**src/rtl/oposta_matriz_seq_if.sv**
```systemverilog
// ---------------------------------------------------------------------------
// oposta_matriz_seq_if
// Handshake and data bundle of the sequential matrix negation unit.
//
// Signals:
//   iniciar         master -> slave  start request, taken only when idle
//   modo[1:0]       master -> slave  0 pass, 1 negate wrap, 2 negate sat,
//                                    3 abs sat; sampled with iniciar
//   matriz_entrada  master -> slave  flattened DIM x DIM source matrix,
//                                    element (coluna,linha) at
//                                    LARGURA*(linha + DIM*coluna)
//   matriz_saida    slave -> master  registered result, same layout
//   ocupado         slave -> master  high while beats are being processed
//   pronto          slave -> master  one-cycle done pulse
//   estouro         slave -> master  sticky overflow/saturation flag
// ---------------------------------------------------------------------------
interface oposta_matriz_seq_if #(
    parameter int LARGURA = 8,
    parameter int DIM     = 5
);
    logic                         iniciar;
    logic [1:0]                   modo;
    logic [LARGURA*DIM*DIM-1:0]   matriz_entrada;
    logic [LARGURA*DIM*DIM-1:0]   matriz_saida;
    logic                         ocupado;
    logic                         pronto;
    logic                         estouro;

    modport master (
        output iniciar, modo, matriz_entrada,
        input  matriz_saida, ocupado, pronto, estouro
    );

    modport slave (
        input  iniciar, modo, matriz_entrada,
        output matriz_saida, ocupado, pronto, estouro
    );
endinterface

```
**src/rtl/oposta_matriz_seq.sv**
```systemverilog
// ---------------------------------------------------------------------------
// oposta_matriz_seq
// Sequential element-wise unary operator on a DIM x DIM matrix of signed
// LARGURA-bit elements. A start latches the operands, then VIAS elements are
// processed per clock for NB = ceil(DIM*DIM/VIAS) beats, followed by a
// one-cycle done pulse.
//
// Ports:
//   clk    input  rising-edge clock
//   rst_n  input  asynchronous active-low reset
//   bus    slave  modport of oposta_matriz_seq_if (iniciar, modo,
//                 matriz_entrada in; matriz_saida, ocupado, pronto,
//                 estouro out)
// ---------------------------------------------------------------------------
module oposta_matriz_seq #(
    parameter int LARGURA = 8,
    parameter int DIM     = 5,
    parameter int VIAS    = 1
) (
    input  logic                 clk,
    input  logic                 rst_n,
    oposta_matriz_seq_if.slave   bus
);
    localparam int N  = DIM * DIM;
    localparam int NB = (N + VIAS - 1) / VIAS;
    localparam int CW = (NB > 1) ? $clog2(NB) : 1;
    // Lane indices run up to NB*VIAS-1, which may exceed N-1 on the last beat.
    localparam int IW = $clog2(NB * VIAS + 1);

    typedef enum logic [1:0] {
        IDLE = 2'd0,
        RUN  = 2'd1,
        DONE = 2'd2
    } estado_t;

    estado_t                estado_q;
    logic [LARGURA*N-1:0]   entrada_q;
    logic [LARGURA*N-1:0]   saida_q;
    logic [1:0]             modo_q;
    logic [CW-1:0]          beat_q;
    logic                   ocupado_q;
    logic                   pronto_q;
    logic                   estouro_q;

    // Returns {overflow, result} for one element.
    function automatic logic [LARGURA:0] opera(input logic [1:0] m,
                                               input logic [LARGURA-1:0] x);
        logic               is_min;
        logic [LARGURA-1:0] neg;
        logic [LARGURA-1:0] max_pos;
        logic [LARGURA:0]   r;
        is_min  = (x == {1'b1, {(LARGURA-1){1'b0}}});
        neg     = -x;
        max_pos = {1'b0, {(LARGURA-1){1'b1}}};
        case (m)
            2'd0:    r = {1'b0, x};
            // Two's complement negation of MIN wraps back onto MIN.
            2'd1:    r = {is_min, neg};
            2'd2:    r = {is_min, (is_min ? max_pos : neg)};
            default: r = x[LARGURA-1] ? {is_min, (is_min ? max_pos : neg)}
                                      : {1'b0, x};
        endcase
        return r;
    endfunction

    logic [VIAS-1:0]    lane_ok;
    logic [VIAS-1:0]    lane_ovf;
    logic [LARGURA-1:0] lane_res  [VIAS];
    int                 lane_base [VIAS];

    generate
        for (genvar gi = 0; gi < VIAS; gi++) begin : g_lane
            logic [IW-1:0]      idx;
            logic [IW-1:0]      sel;
            logic [LARGURA:0]   op;
            assign idx = IW'(beat_q) * IW'(VIAS) + IW'(gi);
            // Lanes past the last element on a partial beat never write.
            assign lane_ok[gi]   = (idx < IW'(N));
            // Parking unused lanes on element 0 keeps the read in range.
            assign sel           = lane_ok[gi] ? idx : '0;
            assign lane_base[gi] = int'(sel) * LARGURA;
            assign op            = opera(modo_q, entrada_q[lane_base[gi] +: LARGURA]);
            assign lane_res[gi]  = op[LARGURA-1:0];
            assign lane_ovf[gi]  = op[LARGURA];
        end
    endgenerate

    always_ff @(posedge clk or negedge rst_n) begin
        if (!rst_n) begin
            estado_q  <= IDLE;
            entrada_q <= '0;
            saida_q   <= '0;
            modo_q    <= 2'd0;
            beat_q    <= '0;
            ocupado_q <= 1'b0;
            pronto_q  <= 1'b0;
            estouro_q <= 1'b0;
        end else begin
            case (estado_q)
                IDLE: begin
                    pronto_q <= 1'b0;
                    if (bus.iniciar) begin
                        entrada_q <= bus.matriz_entrada;
                        modo_q    <= bus.modo;
                        estouro_q <= 1'b0;
                        beat_q    <= '0;
                        ocupado_q <= 1'b1;
                        estado_q  <= RUN;
                    end
                end
                RUN: begin
                    for (int i = 0; i < VIAS; i++) begin
                        if (lane_ok[i]) begin
                            saida_q[lane_base[i] +: LARGURA] <= lane_res[i];
                        end
                    end
                    estouro_q <= estouro_q | (|(lane_ovf & lane_ok));
                    if (beat_q == CW'(NB - 1)) begin
                        ocupado_q <= 1'b0;
                        pronto_q  <= 1'b1;
                        estado_q  <= DONE;
                    end else begin
                        beat_q <= beat_q + 1'b1;
                    end
                end
                DONE: begin
                    pronto_q <= 1'b0;
                    estado_q <= IDLE;
                end
                default: begin
                    ocupado_q <= 1'b0;
                    pronto_q  <= 1'b0;
                    estado_q  <= IDLE;
                end
            endcase
        end
    end

    assign bus.matriz_saida = saida_q;
    assign bus.ocupado      = ocupado_q;
    assign bus.pronto       = pronto_q;
    assign bus.estouro      = estouro_q;
endmodule

```
**src/flat_wrapper.sv**
```systemverilog
// flat-port wrapper written by rule: the top's interface ports become plain ports
module oposta_matriz_seq_flat 
#(
    parameter int LARGURA = 8,
    parameter int DIM     = 5,
    parameter int VIAS    = 1
)
  (clk, rst_n, bus_iniciar, bus_modo, bus_matriz_entrada, bus_matriz_saida, bus_ocupado, bus_pronto, bus_estouro);
  oposta_matriz_seq_if #(.LARGURA(LARGURA), .DIM(DIM)) bus_i ();
  input  logic clk;
  input  logic rst_n;
  input wire logic [$bits(bus_i.iniciar)-1:0] bus_iniciar;
  input wire logic [$bits(bus_i.modo)-1:0] bus_modo;
  input wire logic [$bits(bus_i.matriz_entrada)-1:0] bus_matriz_entrada;
  output wire logic [$bits(bus_i.matriz_saida)-1:0] bus_matriz_saida;
  output wire logic [$bits(bus_i.ocupado)-1:0] bus_ocupado;
  output wire logic [$bits(bus_i.pronto)-1:0] bus_pronto;
  output wire logic [$bits(bus_i.estouro)-1:0] bus_estouro;
  assign bus_i.iniciar = bus_iniciar;
  assign bus_i.modo = bus_modo;
  assign bus_i.matriz_entrada = bus_matriz_entrada;
  assign bus_matriz_saida = bus_i.matriz_saida;
  assign bus_ocupado = bus_i.ocupado;
  assign bus_pronto = bus_i.pronto;
  assign bus_estouro = bus_i.estouro;
  oposta_matriz_seq #(.LARGURA(LARGURA), .DIM(DIM), .VIAS(VIAS)) u_core (.clk(clk), .rst_n(rst_n), .bus(bus_i));
endmodule
```
**config.mk**
```make
export PLATFORM = sky130hd
export DESIGN_NAME = oposta_matriz_seq_flat
export DESIGN_NICKNAME = d
export VERILOG_FILES = /design/src/rtl/oposta_matriz_seq_if.sv /design/src/rtl/oposta_matriz_seq.sv /design/src/flat_wrapper.sv
export SDC_FILE = /design/constraint.sdc
export NUM_CORES = 1
export LEC_CHECK = 0
export CAP_MARGIN = 10
export CORE_UTILIZATION = 51
export CTS_CLUSTER_DIAMETER = 150
export DETAILED_ROUTE_END_ITERATION = 6
export PLACE_DENSITY = 0.81
export RECOVER_POWER = 50
export SETUP_SLACK_MARGIN = 0.15
export SLEW_MARGIN = 20
export SYNTH_ARGS = -nofsm -noshare
export SYNTH_HDL_FRONTEND = slang
export SYNTH_SLANG_ARGS = --single-unit
```
**constraint.sdc**
```tcl
create_clock -name clk -period 4.35 [get_ports clk]
set_input_delay 0.435 -clock clk [delete_from_list [all_inputs] [get_ports clk]]
set_output_delay 0.435 -clock clk [all_outputs]
set_load 0.02 [all_outputs]
```
==> results of run 1 <==
[registers in the layout, summed over array words and instances (netlist names)]
name / cells
u_core.bus.matriz_saida: 200
u_core.entrada_q: 200
u_core.beat_q: 5
u_core.estado_q: 2
u_core.modo_q: 2
u_core.bus.estouro: 1
u_core.bus.ocupado: 1
u_core.bus.pronto: 1
[cell families (layout without fill, tap and decap cells)]
logic type                 Yosys count  count (layout)
AOI/OAI and AO/OA                  339             340
xor gates and xnor gates             8               8
adders and majority gates            8               8
buffers and inverters              147             548
DFF                                412             412
muxes                               73              73
other                                0               2
and+or+nand+nor                   1000            1000
[layer usage]
layer | share of wire (%) | global-route usage (%)
met4 | 4.2 | 13.0
met5 | 0 | 0
met2 | 48 | 50.2
met1 | 40 | 40.6
met3 | 8.1 | 5.26
[worst max-delay path: cells and delay by family (launching register included)]
kind | cells | cell delay (ps)
compound gates | 3 | 870
fa+ha+maj | 2 | 560
flops | 1 | 600
mux | 1 | 400
simple gates | 4 | 1470
[final cells by class]
type | count | area (um^2) | share of cell area [%]
Clock inverter | 19 | 181 | 0.746
Tap cell | 461 | 577 | 2.37
Antenna cell | 2 | 5.00 | 0.0206
Clock buffer | 56 | 1200 | 4.95
Timing Repair Buffer | 462 | 4530 | 18.6
Sequential cell | 412 | 10300 | 42.4
Inverter | 11 | 41.3 | 0.170
Multi-Input combinational cell | 1429 | 7480 | 30.7
[how the worst max path moves through the flow]
stage	to	slack (ps)	cells after the start
finish	u_core.bus.matriz_saida[96]	330	10
detailed placement	u_core.bus.matriz_saida[77]	50	11
CTS	u_core.bus.matriz_saida[149]	190	12
global route	u_core.bus.matriz_saida[102]	150	10
global placement	u_core.bus.matriz_saida[13]	240	10
floorplan	u_core.bus.matriz_saida[170]	920	12
[power groups by stage]
stage | clock (mW) | combinational, mW | sequential, mW
floorplan | 0 | 5.67 | 6.74
global placement | 0 | 10.1 | 6.48
detailed placement | 0 | 10.3 | 6.53
CTS | 3.65 | 10.5 | 6.48
global route | 3.81 | 11.4 | 6.61
finish | 3.61 | 10.7 | 6.49
[metrics by stage]
step / utilization (%) / instances
after floorplan: - / 1987
after global routing: 68.6 / 2851
after global placement: 64.5 / 2770
final: 68.6 / 2852
after detailed placement: 64.5 / 2770
after CTS: 68.5 / 2847
[timing repair]
item                                   CTS  global route
buffers inserted                         0             3
setup endpoints to repair               22            45
hold buffers                             1             0
cloned                                   1             0
endpoints found under the hold margin   81             0
gates resized for setup                  1             5
pin swaps                                1             1
[cell usage after synthesis, types with 5 or more instances]
| cell type | number |
|---|---|
| sky130_fd_sc_hd__nand2_1 | 842 |
| sky130_fd_sc_hd__dfrtp_1 | 412 |
| sky130_fd_sc_hd__clkbuf_1 | 96 |
| sky130_fd_sc_hd__o31ai_1 | 73 |
| sky130_fd_sc_hd__o21ai_0 | 69 |
| sky130_fd_sc_hd__nor2_1 | 53 |
| sky130_fd_sc_hd__mux2i_1 | 51 |
| sky130_fd_sc_hd__a21oi_1 | 33 |
| sky130_fd_sc_hd__nand3_1 | 27 |
| sky130_fd_sc_hd__buf_2 | 20 |
| sky130_fd_sc_hd__a22o_1 | 19 |
| sky130_fd_sc_hd__a2bb2oi_1 | 19 |
| sky130_fd_sc_hd__mux2_2 | 18 |
| sky130_fd_sc_hd__o221ai_1 | 17 |
| sky130_fd_sc_hd__o21ai_1 | 15 |
| sky130_fd_sc_hd__or2_2 | 15 |
| sky130_fd_sc_hd__nand4_1 | 13 |
| sky130_fd_sc_hd__o22ai_1 | 12 |
| sky130_fd_sc_hd__o21ai_2 | 10 |
| sky130_fd_sc_hd__buf_1 | 9 |
| sky130_fd_sc_hd__o31ai_2 | 9 |
| sky130_fd_sc_hd__a22oi_1 | 8 |
| sky130_fd_sc_hd__and2_1 | 8 |
| sky130_fd_sc_hd__ha_1 | 8 |
| sky130_fd_sc_hd__o211ai_1 | 8 |
| sky130_fd_sc_hd__a211oi_1 | 7 |
| sky130_fd_sc_hd__buf_6 | 7 |
| sky130_fd_sc_hd__inv_1 | 7 |
| sky130_fd_sc_hd__a31oi_1 | 6 |
| sky130_fd_sc_hd__nand2b_1 | 6 |
| sky130_fd_sc_hd__nor3_1 | 6 |
| sky130_fd_sc_hd__and3_1 | 5 |
| sky130_fd_sc_hd__nor4_1 | 5 |
| sky130_fd_sc_hd__or3_1 | 5 |
| sky130_fd_sc_hd__xnor2_1 | 5 |
==> impl_metrics.ini, run 1 <==
[floorplanning]
ioPinCount = 408
die_w_um = 192
die_h_um = 192
start_util_pct = 51.7
placementRows = 69
core_region_area_um2 = 35500
die_outline_area_um2 = 36800

[flow_run]
drv_cap = 2

[placement]
replace_congestion = 0.947
place.detailed.hpwl_um = 40800
dp_worst_setup_slack_ps = 52.3
i_o_buffers = 407
post_dp_cell_area_um2 = 22900

[worst_setup_path]
required_ps = 4770
timing.rr.end = u_core.bus.matriz_saida[96]
startpoint_type = flop
worstRegToRegCells = 10
kind_of_critical_path = reg -> reg
timing.critical_path.to_type = flop
critical-path-max-stage-delay_ps = 600
cp-startpoint = u_core.beat_q[3]
crit_fanout = 14
critPathSlowestCell = sky130_fd_sc_hd__dfrtp_1
cp_data_arrival_time_ps = 4430
crit_chain = nand2_1, nand2_1, ha_1, o21a_1, ha_1, o22ai_1, a211oi_1, nor2_2, nand2_1, mux2_2
cpMostUsedCell = sky130_fd_sc_hd__nand2_1
reg2reg_from = u_core.beat_q[3]
register_to_register_setup_slack_ps = 330

[drt]
dr_total_vias = 16308
number_of_iterations_in_the_first_detailed_routing_pass = 7
postRouteAntennaNets = 0
dr.first_iter.drc_count = 1523
drc_errors = 0
drt-vias-per-instance = 5.72
wirelength_per_cell_um = 20.0
drt_wl_total_um = 57100

[cts]
number_of_levels_the_h_tree_was_split_into = 2
clk_root_buffer_cell = sky130_fd_sc_hd__clkbuf_16
tritoncts = built
clkLatencyLatePin_ps = 530
cts.path.max_buffers = 3
numClockSinks = 412
cts_made_buffers = 41
clk_transition_reported_paths_ps = 70

[sta]
finalHoldWorstSlack_ps = 431
maxSlewViolCount = 160
setup_ws_ps = 335
maximum_frequency_from_static_timing_analysis_mhz = 249
finalCriticalPeriod_ps = 4020
fin_crit_sh_pct = 92.3
final_hold_viol_count = 0
final.setup.tns_ps = 0
worstMarginPinSlew_ps = 2660
setup-violations-final = 0
maxSlewHeadroom_pct = -77.4
rsz_0062_raised_after_global_routing = false
fin_worst_skew_ps = 13.7

[finish]
final_net_count = 2570
commonest_cells_after_routing_fill_and_taps_aside = 839 x sky130_fd_sc_hd__nand2_1, 410 x sky130_fd_sc_hd__dfrtp_1, 323 x sky130_fd_sc_hd__clkdlybuf4s50_1
mostFrequentLayoutCell = sky130_fd_sc_hd__nand2_1
layout-drive-gt1-share_pct = 8.66
signed_area_change_from_the_synthesized_netlist_to_the_final_layout_pct = 32.5
layout.cell_area.non_filler_um2 = 24300
number_of_filler_instances_in_the_final_layout = 2665

[logic_synthesis]
synthesis.area_um2 = 18400
yosysWarningCount = 0
syn_avg_cell_area_um2 = 9.24
number_of_distinct_standard_cells_referenced_by_the_synthesized_netlist = 73
synthFlopType = sky130_fd_sc_hd__dfrtp_1
yosysTopAreaCellShare_pct = 56.2
post_synth_adder_cell_area_pct = 0.545
syn_inst = 1987
mappedNetlistNets = 2200
synth_edf_count = 0
yosys-top-cells-area = sky130_fd_sc_hd__dfrtp_1 56%, sky130_fd_sc_hd__nand2_1 17%, sky130_fd_sc_hd__o31ai_1 3.0%
simple_gate_share_of_the_synthesized_area_pct = 21.8
synth_async_sr_flop_share_pct = 100
synth.area.mux_share_pct = 4.38
post_synth_xor_area_fraction_pct = 0.382
postSynthRegisterBits = 412
library_cell_occupying_the_most_area_in_the_post_synthesis_netlist = sky130_fd_sc_hd__dfrtp_1
synth_top_family_by_area = simple AND/OR/NAND/NOR gates
synth-seq-area-share_pct = 56.2
share_of_the_synthesized_area_in_compound_gates_ao_oa_aoi_oai_pct = 13.2

[pwr]
total_power_mw = 20.8
swShare_pct = 46.3
powerDensity_nw_per_um2 = 854
power.clock.fraction_pct = 17.4
total_leakage_power_nw = 11.6
p_comb_share_pct = 51.4
internal_power_mw = 11.2
irDropWorstVdd_uv = 1030
p_sw_mw = 9.62
share_seq_of_total_power_pct = 31.2

[outcome]
status = finished with violations
violations = capacitance limit, slew limit

[global_routing]
vias_in_the_first_global_route = 15601
groute.usage.overall_pct = 30.8
grt.overflow.total = 0
grt_antenna_before_repair = 1
grt_pass1_wl_um = 86400
grt_start_max_net_pins = 99

[min_path]
whs_endpoint = u_core.entrada_q[116]
holdPathStages = 3
hold_start = bus_matriz_entrada[116]
holdCritPathClass = in -> reg
No activity file was read; power rests on OpenSTA's default activity.
==> run 2, diff against run 1 <==
- RECOVER_POWER: 50 -> 100
==> run 2 against run 1 <==
  * Sequential share of layout area grew 0.23 points
  * Fmax is 1.8% lower
  * Sequential power hardly changed
  * Die area is the same
  * Critical path type unchanged
  * Count of clock-buffer cells in the layout is the same
  * Critical path depth is the same
  * Routed wire length shrank 0.20%
  * Clock power hardly changed
  * Worst hold slack got worse by 4.3 ps
  * The flow still finishes with violations (capacitance limit, slew limit)
  * Design area decreased by 0.54%
==> impl_metrics.ini, run 2 (same netlist as run 1, synthesis figures left out) <==
[sta]
setup-violations-final = 0
fin_worst_skew_ps = 11.5
finalCriticalPeriod_ps = 4090
maxSlewViolCount = 160
final_hold_viol_count = 0
maximum_frequency_from_static_timing_analysis_mhz = 244
maxSlewHeadroom_pct = -76.1
fin_crit_sh_pct = 94.0
final.setup.tns_ps = 0
worstMarginPinSlew_ps = 2640
rsz_0062_raised_after_global_routing = false

[drt]
number_of_iterations_in_the_first_detailed_routing_pass = 7
drc_errors = 0
drt-vias-per-instance = 5.69
postRouteAntennaNets = 0
dr_total_vias = 16217
drt_wl_total_um = 57000
wirelength_per_cell_um = 20.0
dr.first_iter.drc_count = 1477

[finish]
layout-drive-gt1-share_pct = 7.66
signed_area_change_from_the_synthesized_netlist_to_the_final_layout_pct = 31.8
commonest_cells_after_routing_fill_and_taps_aside = 839 x sky130_fd_sc_hd__nand2_1, 410 x sky130_fd_sc_hd__dfrtp_1, 204 x sky130_fd_sc_hd__dlygate4sd3_1
mostFrequentLayoutCell = sky130_fd_sc_hd__nand2_1
layout.cell_area.non_filler_um2 = 24200
final_net_count = 2570
number_of_filler_instances_in_the_final_layout = 2695

[cts]
clkLatencyLatePin_ps = 530
cts_made_buffers = 41
numClockSinks = 412
tritoncts = built
clk_transition_reported_paths_ps = 70
clk_root_buffer_cell = sky130_fd_sc_hd__clkbuf_16
cts.path.max_buffers = 3
number_of_levels_the_h_tree_was_split_into = 2

[worst_setup_path]
crit_chain = a21boi_0, inv_1, a211oi_1, o31ai_1, a211o_1, or3_1, nor4_1, o21ai_2, buf_4, o31ai_1
register_to_register_setup_slack_ps = 260
cp-startpoint = u_core.beat_q[1]
worstRegToRegCells = 10
kind_of_critical_path = reg -> reg
timing.rr.end = u_core.bus.matriz_saida[58]
cp_data_arrival_time_ps = 4510
critical-path-max-stage-delay_ps = 730
crit_path_end = u_core.bus.matriz_saida[58]
reg2reg_from = u_core.beat_q[1]
startpoint_type = flop
crit_fanout = 27
critPathSlowestCell = sky130_fd_sc_hd__dfrtp_2
timing.critical_path.to_type = flop
required_ps = 4770
cpMostUsedCell = sky130_fd_sc_hd__o31ai_1

[min_path]
holdCritPathClass = in -> reg

[floorplanning]
core_region_area_um2 = 35500
start_util_pct = 51.7
die_w_um = 192
ioPinCount = 408
placementRows = 69
die_h_um = 192
die_outline_area_um2 = 36800

[placement]
replace_congestion = 0.947
place.detailed.hpwl_um = 40800
post_dp_cell_area_um2 = 22900
i_o_buffers = 407

[outcome]
violations = capacitance limit, slew limit
status = finished with violations

[global_routing]
vias_in_the_first_global_route = 15601
grt.overflow.total = 0
grt_antenna_before_repair = 1
grt_pass1_wl_um = 86400
groute.usage.overall_pct = 30.8
grt_start_max_net_pins = 99

[pwr]
powerDensity_nw_per_um2 = 839
total_leakage_power_nw = 11.9
irDropWorstVdd_uv = 992

[flow_run]
drv_cap = 2
==> run 2: changes by cell type in the layout (fill, tap and decap cells not counted), moves of 3 or more <==
cell                              delta
sky130_fd_sc_hd__buf_4               -6
sky130_fd_sc_hd__clkbuf_1            +4
sky130_fd_sc_hd__clkdlybuf4s50_1   -120
sky130_fd_sc_hd__clkbuf_2            +3
sky130_fd_sc_hd__o31ai_1             +8
sky130_fd_sc_hd__o21ai_0            +20
sky130_fd_sc_hd__o21ai_1            -12
sky130_fd_sc_hd__o31ai_2             -8
sky130_fd_sc_hd__dlygate4sd3_1     +120
sky130_fd_sc_hd__o21ai_2             -8
==> run 2: how the worst min path moves through the flow <==
stage | slack (ps) | end | from | cells past startpoint
2_1_floorplan | 140 | u_core.beat_q[0] | rst_n | 0
3_3_place_gp | 450 | u_core.entrada_q[173] | u_core.entrada_q[173] | 2
3_5_place_dp | 450 | u_core.entrada_q[173] | u_core.entrada_q[173] | 2
4_1_cts | 420 | u_core.entrada_q[116] | bus_matriz_entrada[116] | 3
5_1_grt | 420 | u_core.entrada_q[116] | bus_matriz_entrada[116] | 3
6_report | 430 | u_core.entrada_q[116] | bus_matriz_entrada[116] | 3
==> run 2: timing repair <==
action                     in CTS  in global routing
hold buffers                    1                  0
cloned                          1                  0
pin swaps                       1                  1
hold endpoints to repair       81                  0
setup endpoints to repair      22                 45
gates resized for setup         1                  5
setup buffers                   0                  3
==> run 2: metrics by stage <==
| step | std cells | utilization (%) | hold WS (ps) | total power [mW] | worst slack (ps) |
|---|---|---|---|---|---|
| 6_report | 2852 | 68.2 | 426 | 20.3 | 259 |
| 5_1_grt | 2851 | 68.2 | 425 | 21.4 | 100 |
| 4_1_cts | 2847 | 68.5 | 416 | 20.6 | 190 |
| 3_5_place_dp | 2770 | 64.5 | 454 | 16.8 | 52.3 |
| 3_3_place_gp | 2770 | 64.5 | 449 | 16.6 | 239 |
| 2_1_floorplan | 1987 | - | 139 | 12.4 | 919 |
==> run 2: final cells by class <==
| type | instances | area [um^2] | area share, % |
|---|---|---|---|
| Inverter | 11 | 41.3 | 0.171 |
| Tap cell | 461 | 577 | 2.38 |
| Clock buffer | 56 | 1200 | 4.98 |
| Timing Repair Buffer | 462 | 4490 | 18.6 |
| Antenna cell | 2 | 5.00 | 0.0207 |
| Multi-Input combinational cell | 1429 | 7380 | 30.5 |
| Clock inverter | 19 | 181 | 0.750 |
| Sequential cell | 412 | 10300 | 42.6 |
==> run 2: worst max-delay path: cells and delay by family (launching register included) <==
kind            cells  cell delay, ps
buf+inv             2             580
flops               1             730
simple gates        2             810
compound gates      6            1840
==> run 2: per-layer routing <==
| layer | routed length [um] | vias to the layer above | track usage [%] |
|---|---|---|---|
| li1 | - | 7426 | - |
| met1 | 22700 | 7770 | 40.6 |
| met2 | 27200 | 854 | 50.2 |
| met3 | 4670 | 167 | 5.26 |
| met4 | 2430 | 0 | 13.0 |
| met5 | 0 | - | 0 |
==> run 2: where the power goes <==
| group | switching, mW | internal [mW] | total (mW) |
|---|---|---|---|
| logic | 6.84 | 3.39 | 10.2 |
| registers | 1.13 | 5.33 | 6.46 |
| clock network | 1.49 | 2.12 | 3.62 |
